--- src/rtl/uart_tx_arbiter_if.sv ---
// uart_tx_arbiter_if: requester and sender-side bus of the UART transmit arbiter
//   i_req_valid  per-requester byte valid, held until its o_req_ready pulse
//   i_req_data   requester k byte at [8k+7:8k]
//   o_req_ready  one-hot accept pulse
//   o_tx_dv      launch pulse to the sender's i_tx_dv
//   o_tx_data    byte to the sender's i_tx_data
//   o_grant_id   index of the last granted requester
//   o_busy       low only while the arbiter is idle
// Directions are named from the arbiter's point of view: slave = arbiter, master = requesters/bench.
interface uart_tx_arbiter_if #(parameter int NUM_REQ = 4);
  localparam int IW = $clog2(NUM_REQ);
  logic [NUM_REQ-1:0]   i_req_valid;
  logic [8*NUM_REQ-1:0] i_req_data;
  logic [NUM_REQ-1:0]   o_req_ready;
  logic                 o_tx_dv;
  logic [7:0]           o_tx_data;
  logic [IW-1:0]        o_grant_id;
  logic                 o_busy;
  modport slave (input i_req_valid, i_req_data, output o_req_ready, o_tx_dv, o_tx_data, o_grant_id, o_busy);
  modport master (output i_req_valid, i_req_data, input o_req_ready, o_tx_dv, o_tx_data, o_grant_id, o_busy);
endinterface

--- src/rtl/uart_tx_arbiter.sv ---
// uart_tx_arbiter: round-robin sharing of one 8N1 UART sender among NUM_REQ byte producers
//   i_clk    system clock
//   i_rst_n  asynchronous active-low reset
//   bus      uart_tx_arbiter_if.slave (requester handshake in, sender launch/data out)
// Optional feature macro UART_ARB_PRIO0_EN: requester 0 wins whenever valid, the rest stay round-robin.
// The sender has no done output, so every frame is timed here for FRAME_CLKS clocks.
module uart_tx_arbiter #(
  parameter int CLKS_PER_BIT = 87,
  parameter int NUM_REQ      = 4,
  parameter int FRAME_BITS   = 10,
  parameter int GUARD_CLKS   = 2
) (
  input  logic i_clk,
  input  logic i_rst_n,
  uart_tx_arbiter_if.slave bus
);
  localparam int FRAME_CLKS = CLKS_PER_BIT * FRAME_BITS + GUARD_CLKS;
  localparam int CW = $clog2(FRAME_CLKS);
  localparam int IW = $clog2(NUM_REQ);
  localparam logic [CW-1:0] LAST = CW'(FRAME_CLKS - 1);
  typedef enum logic [1:0] {HOLD, IDLE, WAIT} state_t;
  state_t             r_state;
  logic [CW-1:0]      r_cnt;
  logic [IW-1:0]      r_rr_ptr;
  logic [NUM_REQ-1:0] w_cand;
  logic [IW:0]        w_sum;
  logic [IW:0]        w_idx;
  logic               w_found;
  logic [IW-1:0]      w_win;
  logic [IW-1:0]      w_next_ptr;
  // First candidate at or after r_rr_ptr, wrapping at NUM_REQ-1.
  always_comb begin
    w_found = 1'b0;
    w_win   = '0;
    w_sum   = '0;
    w_idx   = '0;
`ifdef UART_ARB_PRIO0_EN
    w_cand  = bus.i_req_valid & ~NUM_REQ'(1);
`else
    w_cand  = bus.i_req_valid;
`endif
    for (int i = 0; i < NUM_REQ; i++) begin
      w_sum = {1'b0, r_rr_ptr} + (IW+1)'(i);
      w_idx = (w_sum >= (IW+1)'(NUM_REQ)) ? w_sum - (IW+1)'(NUM_REQ) : w_sum;
      if (!w_found && w_cand[w_idx[IW-1:0]]) begin
        w_found = 1'b1;
        w_win   = w_idx[IW-1:0];
      end
    end
`ifdef UART_ARB_PRIO0_EN
    if (bus.i_req_valid[0]) begin
      w_found = 1'b1;
      w_win   = '0;
    end
`endif
    w_next_ptr = (w_win == IW'(NUM_REQ - 1)) ? '0 : w_win + 1'b1;
  end
  // HOLD after reset covers a frame the un-reset sender may still be shifting out.
  always_ff @(posedge i_clk or negedge i_rst_n) begin
    if (!i_rst_n) begin
      r_state         <= HOLD;
      r_cnt           <= '0;
      r_rr_ptr        <= '0;
      bus.o_tx_dv     <= 1'b0;
      bus.o_tx_data   <= '0;
      bus.o_req_ready <= '0;
      bus.o_grant_id  <= '0;
      bus.o_busy      <= 1'b1;
    end else begin
      bus.o_tx_dv     <= 1'b0;
      bus.o_req_ready <= '0;
      case (r_state)
        HOLD, WAIT: begin
          if (r_cnt == LAST) begin
            r_state    <= IDLE;
            r_cnt      <= '0;
            bus.o_busy <= 1'b0;
          end else begin
            r_cnt <= r_cnt + 1'b1;
          end
        end
        IDLE: begin
          if (w_found) begin
            bus.o_tx_data   <= bus.i_req_data[{w_win, 3'b000} +: 8];
            bus.o_tx_dv     <= 1'b1;
            bus.o_req_ready <= NUM_REQ'(1) << w_win;
            bus.o_grant_id  <= w_win;
            bus.o_busy      <= 1'b1;
            r_cnt           <= '0;
            r_state         <= WAIT;
`ifdef UART_ARB_PRIO0_EN
            if (w_win != '0) r_rr_ptr <= w_next_ptr;
`else
            r_rr_ptr <= w_next_ptr;
`endif
          end
        end
        default: r_state <= HOLD;
      endcase
    end
  end
endmodule

--- src/flat_wrapper.sv ---
// flat-port wrapper written by rule: the top's interface ports become plain ports
module uart_tx_arbiter_flat 
#(
  parameter int CLKS_PER_BIT = 87,
  parameter int NUM_REQ      = 4,
  parameter int FRAME_BITS   = 10,
  parameter int GUARD_CLKS   = 2
)
  (i_clk, i_rst_n, bus_i_req_valid, bus_i_req_data, bus_o_req_ready, bus_o_tx_dv, bus_o_tx_data, bus_o_grant_id, bus_o_busy);
  uart_tx_arbiter_if #(.NUM_REQ(NUM_REQ)) bus_i ();
  input  logic i_clk;
  input  logic i_rst_n;
  input wire logic [$bits(bus_i.i_req_valid)-1:0] bus_i_req_valid;
  input wire logic [$bits(bus_i.i_req_data)-1:0] bus_i_req_data;
  output wire logic [$bits(bus_i.o_req_ready)-1:0] bus_o_req_ready;
  output wire logic [$bits(bus_i.o_tx_dv)-1:0] bus_o_tx_dv;
  output wire logic [$bits(bus_i.o_tx_data)-1:0] bus_o_tx_data;
  output wire logic [$bits(bus_i.o_grant_id)-1:0] bus_o_grant_id;
  output wire logic [$bits(bus_i.o_busy)-1:0] bus_o_busy;
  assign bus_i.i_req_valid = bus_i_req_valid;
  assign bus_i.i_req_data = bus_i_req_data;
  assign bus_o_req_ready = bus_i.o_req_ready;
  assign bus_o_tx_dv = bus_i.o_tx_dv;
  assign bus_o_tx_data = bus_i.o_tx_data;
  assign bus_o_grant_id = bus_i.o_grant_id;
  assign bus_o_busy = bus_i.o_busy;
  uart_tx_arbiter #(.CLKS_PER_BIT(CLKS_PER_BIT), .NUM_REQ(NUM_REQ), .FRAME_BITS(FRAME_BITS), .GUARD_CLKS(GUARD_CLKS)) u_core (.i_clk(i_clk), .i_rst_n(i_rst_n), .bus(bus_i));
endmodule
--- config.mk ---
export PLATFORM = sky130hd
export DESIGN_NAME = uart_tx_arbiter_flat
export DESIGN_NICKNAME = d
export VERILOG_FILES = /design/src/rtl/uart_tx_arbiter_if.sv /design/src/rtl/uart_tx_arbiter.sv /design/src/flat_wrapper.sv
export SDC_FILE = /design/constraint.sdc
export NUM_CORES = 1
export LEC_CHECK = 0
export ABC_AREA = 1
export BUFFER_PORTS_ARGS = -buffer_cell sky130_fd_sc_hd__buf_2
export CAP_MARGIN = 10
export CORE_MARGIN = 2
export CORE_UTILIZATION = 52
export DETAILED_ROUTE_END_ITERATION = 6
export GPL_ROUTABILITY_DRIVEN = 0
export PLACE_DENSITY = 0.88
export RECOVER_POWER = 100
export SLEW_MARGIN = 30
export SYNTH_ARGS = -nofsm -noshare
export SYNTH_HDL_FRONTEND = slang
export SYNTH_SLANG_ARGS = --single-unit
--- constraint.sdc ---
create_clock -name i_clk -period 2.7 [get_ports i_clk]
set_clock_uncertainty 0.2 [all_clocks]
set_input_delay 0.27 -clock i_clk [delete_from_list [all_inputs] [get_ports i_clk]]
set_output_delay 0.27 -clock i_clk [all_outputs]
set_load 0.01 [all_outputs]
* Yosys cells after proc, flatten, opt, wreduce, memory -nomap -nowiden *
Cells that the tools add are included.
W data, S select, Z words.

storage, ports and cells
  flip-flop bits (word level) = 30
  input port bits = 38
  output and inout port bits = 16
  word-level logic and storage cells = 80

operators by class
  $add $sub $neg = 9
  magnitude comparators = 8
  equality and inequality tests = 6
  shift-type cells = 2
  multiplexer cells = 34
  reductions and logical operators = 13

operators with widths
  cell                     count
  $shiftx A32 B6 Y8        1
  $mux W2                  11
  $mux W10                 2
  $pmux W10 S2             1
  $lt A2 B3 Y1 const B     4
  $mux W1                  12
  $add A10 B1 Y10 const B  1
  $eq A10 B10 Y1 const B   1
  $ge A3 B3 Y1 const B     3
  $bmux W1 S2              4
  $mux W4                  2
  $sub A2 B1 Y2 const B    4
  $add A2 B2 Y3 const B    2
  $reduce_and A2 Y1        3
  $eq A2 B2 Y1 const B     2
  $ne A2 B1 Y1 const B     2
  $pmux W2 S2              1
  $shl A1 B2 Y4 const A    1
  $add A2 B1 Y3 const B    1
  $ge A2 B3 Y1 const B     1
  $logic_and A1 B1 Y1      3
  $logic_not A1 Y1         3
  $reduce_and A3 Y1        1
  $add A2 B1 Y2 const B    1
  5 further kinds          5

* Longest topological paths before layout *
  depth in word-level cells = 17
  gate-level depth with buffers = 16

* Worst setup path before layout *
No wires, ideal clock.

  path kind = register to register
  start point = register u_core.r_rr_ptr[0]
  end point = register u_core.r_rr_ptr[1]
  data arrival time = 1,727 ps
  slack = 645 ps
  stages on the path, launching flop included = 14
  path buffers = 2
  cell sequence = dfrtp_1 -> buf_6 -> inv_6 -> nand2_2 -> nand3_2 -> nand2_4 -> inv_1 -> nand3_2 -> nand3_4 -> buf_6 -> inv_2 -> ha_1 -> nand2_1 -> o21ai_0

between the ends
  longest elaborated chain between the ends = 16
  elaborated cells between the ends (all ways) = 41

ends and longest elaborated chain
  element                                                 RTL line               source
  start: declaration                                      uart_tx_arbiter.sv:24  logic [IW-1:0] r_rr_ptr;
  start signal: assignment                                uart_tx_arbiter.sv:94  r_rr_ptr <= w_next_ptr;
  branches (longest 13 deep; another with $add A2 B1 Y3)  --
  $mux W2 (*)                                             uart_tx_arbiter.sv:45  if (!w_found && w_cand[w_idx[IW-1:0]]) begin
  $add A2 B1 Y2 or $eq A2 B2 Y1 (tied branches)           uart_tx_arbiter.sv:56  w_next_ptr = (w_win == IW'(NUM_REQ - 1)) ? '0 : w_win + 1'b1;
  $mux W2 (*)                                             uart_tx_arbiter.sv:56
  net u_core.w_next_ptr[1]                                uart_tx_arbiter.sv:30  logic [IW-1:0] w_next_ptr;

Mark *: on every way through the listed nets, which the timed path passes. The select of a mux whose other input is x is not followed.
A chain may end at the register's enable or synchronous reset.

* Worst setup path in the final report *
Ends and elaborated chain as after synthesis.

==> impl_results.md <==
- Status: finished, violations left
- Violated checks: capacitance limit, slew limit
- P&R area growth vs syn: 18.3%
- Fraction of layout cells with a size suffix above 1: 23.1%
- Vias in the first global route: 1,730
- Distinct cell type count of the synthesized netlist: 30
- Drt first pass iters: 4
- Crit-path most repeated cell: nand2_1
- M2 GR Usage: 38.0%
- Num ports: 54
- Busiest grt layer: met2
- DP Wirelength: 3250 µm
- CP delay by family, top: simple AND/OR/NAND/NOR gates
- Critical path depth in cells: 12
- TritonCTS Buffers: 5
- CTS resizes: 0
- Final Max Tran Viols: 31
- #FFs+latches synth: 30
- Data arrival time of the worst path: 2.39 ns
- Crit start category: flip-flop
- Die ar.: 4270 µm²
- WP data required: 2.66 ns
- Final Cycle Share: 90.1%
- Most frequent cells in the layout: nand2_1 (73), inv_1 (45), buf_2 (36)
- CP startpoint: u_core.r_rr_ptr[0]
- Global-route usage over all layers: 22.0%
- CTS sink cnt: 30
- Hold path depth: 3
- Slew @ Worst Pin: 1.58 ns
- Synth Instances: 263
- Remaining DRCs: 0
- CP Cell Sequence: inv_6 -> nand2_1 -> nand2_2 -> nand2_2 -> nand2_1 -> nor2_8 -> nand3_4 -> nand3_4 -> inv_1 -> ha_1 -> nand2_1 -> o21ai_0
- Unrepaired setup endpoints after global routing: no
- Die Height: 65.3 µm
- Final hold vios: 0
- Slew Limit Headroom: -5.02%
- Delay of the slowest critical-path stage: 0.59 ns
- Cell Rows: 22
- Vias per inst: 5.04
- CP endpoint kind: flip-flop
- Met1 Use GR: 27.7%
- Iter 0 DRT Violations: 59
- CP Buf/Inv Count: 2
- Area of the mapped netlist: 1960 µm²
- Congestion Overflow GR: 0
- Fin cells: 369
- Finished Cell Area: 2310 µm²
- Reg clk slew, reported paths: 0.07 ns
- Largest net degree at the start of global routing: 31
- Clock Tree Root: clkbuf_8
- Port bufs: 53
- CTS tree: built
- Setup Crit Path Kind: reg2reg
- Min-Delay Path Class: in2reg
- Final-stage net count: 360
- Syn nets: 303
- Met3 Use GR: 4.62%
- Fmax: 0.411 GHz
- Overall power: 0.941 mW
- Yosys warnings: 0
- Final Setup Violations: 0
- Minimum clock period: 2.43 ns
- WL/cell: 11.6 µm
- Worst Reg2Reg Path Length in Cells: 12
- Routed wire length: 4280 µm
- Routed Antenna Nets: 0
- CP max FO: 28
- Placed cell count: 360
- HP Start: bus_i_req_data[13]
- Synthesized area per cell: 7.44 µm²
- Die Width: 65.3 µm
- Clock buffer depth: 2
- Core region area: 3630 µm²
- P_leak: 1.30 nW
- Finished Core Util: 63.7%
- Commonest non-fill, non-tap cell in the layout: nand2_1
- Setup_tns: 0 ns
- RR Startpoint: u_core.r_rr_ptr[0]
- Total number of vias: 1,859
- Initial antenna violation count: 0
- Area of placed instances: 2240 µm²
- First-pass GRT wire length: 7360 µm
- Sequential element share of the synthesized area: 38.4%
- Pwr Density: 406 nW/µm²
- Number of inserted diodes: 0
- Critical Path Slowest Stage Cell: dfrtp_1
- Initial core utilization: 53.9%
- H-Tree Depth: 2
- IR drop worst, VDD: 0.000224 V
- Worst-Skew Late Latency: 0.29 ns
- Max-Cap Viols: 1
worst min-delay path, cell delays in order:
cell and delay [ns]:
buf_2 0.08, o211ai_1 0.09, nand3_1 0.07
cell families (layout without fill, tap and decap cells):
group | count (synthesis) | count (layout) | share of synthesized area, %
flip-flops | 30 | 30 | 38.4
adder cells (fa/ha/maj) | 2 | 2 | 1.28
buffers and inverters | 53 | 111 | 11.8
XOR/XNOR | 1 | 1 | 0.448
AND/OR/NAND/NOR | 149 | 149 | 39.4
AO/OA/AOI/OAI | 28 | 28 | 8.70
cells in the mapped netlist:
cell type / instances / area [µm²]
ha_1: 2 / 25.0
nor2_1: 9 / 33.8
o22ai_1: 2 / 12.5
buf_6: 3 / 33.8
nor3_1: 2 / 10.0
a32o_1: 1 / 10.0
nand3_1: 26 / 130
inv_1: 43 / 161
nand2_2: 13 / 81.3
dfrtp_1: 29 / 726
dfstp_2: 1 / 26.3
nor2_2: 2 / 12.5
inv_6: 1 / 8.76
inv_2: 5 / 18.8
o32ai_1: 1 / 8.76
a31oi_1: 3 / 18.8
buf_4: 1 / 7.51
nand3_4: 2 / 35.0
xor2_1: 1 / 8.76
o211ai_1: 5 / 37.5
nand2_1: 72 / 270
nand3_2: 4 / 40.0
o31ai_1: 1 / 7.51
a21oi_1: 5 / 25.0
nor2_8: 1 / 20.0
nand4_1: 8 / 50.1
or2_1: 5 / 31.3
nand2_4: 3 / 33.8
nor2_4: 2 / 22.5
o21ai_0: 10 / 50.1
power breakdown:
part	internal, mW	total, mW	switching (mW)	leakage, nW
sequential	0.450	0.450	0	0.371
combinational	0.0447	0.109	0.0648	0.882
clock	0.205	0.382	0.177	0.0472
total	0.699	0.941	0.242	1.30
registers in the layout, summed over array words and instances (netlist names):
name,count
u_core.r_state,2
u_core.bus.o_tx_dv,1
u_core.bus.o_busy,1
u_core.bus.o_grant_id,2
u_core.bus.o_req_ready,4
u_core.bus.o_tx_data,8
u_core.r_rr_ptr,2
u_core.r_cnt,10
repair_timing:
| item | in CTS | in global routing |
|---|---|---|
| endpoints found under the hold margin | 29 | 0 |
| buffers inserted | 0 | 0 |
| hold buffers | 1 | 0 |
final cells by class:
class	instances	area, µm²
clock buffers	6	82.6
inverters	49	189
well taps	48	60.1
flip-flops and latches	30	752
multi-input cells	180	965
clock inverters	2	12.5
repair buffers	54	254
fillers	352	1320
per-layer routing:
metal	routed length, µm	share of wire [%]
met1	1940	45
met4	58	1.4
met2	2050	48
met5	0	0
met3	234	5.5
final timing paths:
kind / to / slack [ns]
worst max-delay path: u_core.r_rr_ptr[1] / 0.27
worst min-delay path: u_core.bus.o_tx_data[5] / 0.05
worst max register to register: u_core.r_rr_ptr[1] / 0.27
worst min register to register: u_core.bus.o_busy / 0.26
max in group asynchronous: u_core.bus.o_tx_data[0] / 0.67
min in group asynchronous: u_core.r_cnt[8] / 0.70
per-stage QoR:
step / hold WS [ns] / setup WS [ns]
final: 0.0478 / 0.268
after detailed placement: 0.139 / 0.358
after global placement: 0.133 / 0.442
after CTS: 0.0415 / 0.340
after floorplan: -0.226 / 0.645
after global routing: 0.0481 / 0.0758
Note: power is estimated with default switching activity, not from simulation.
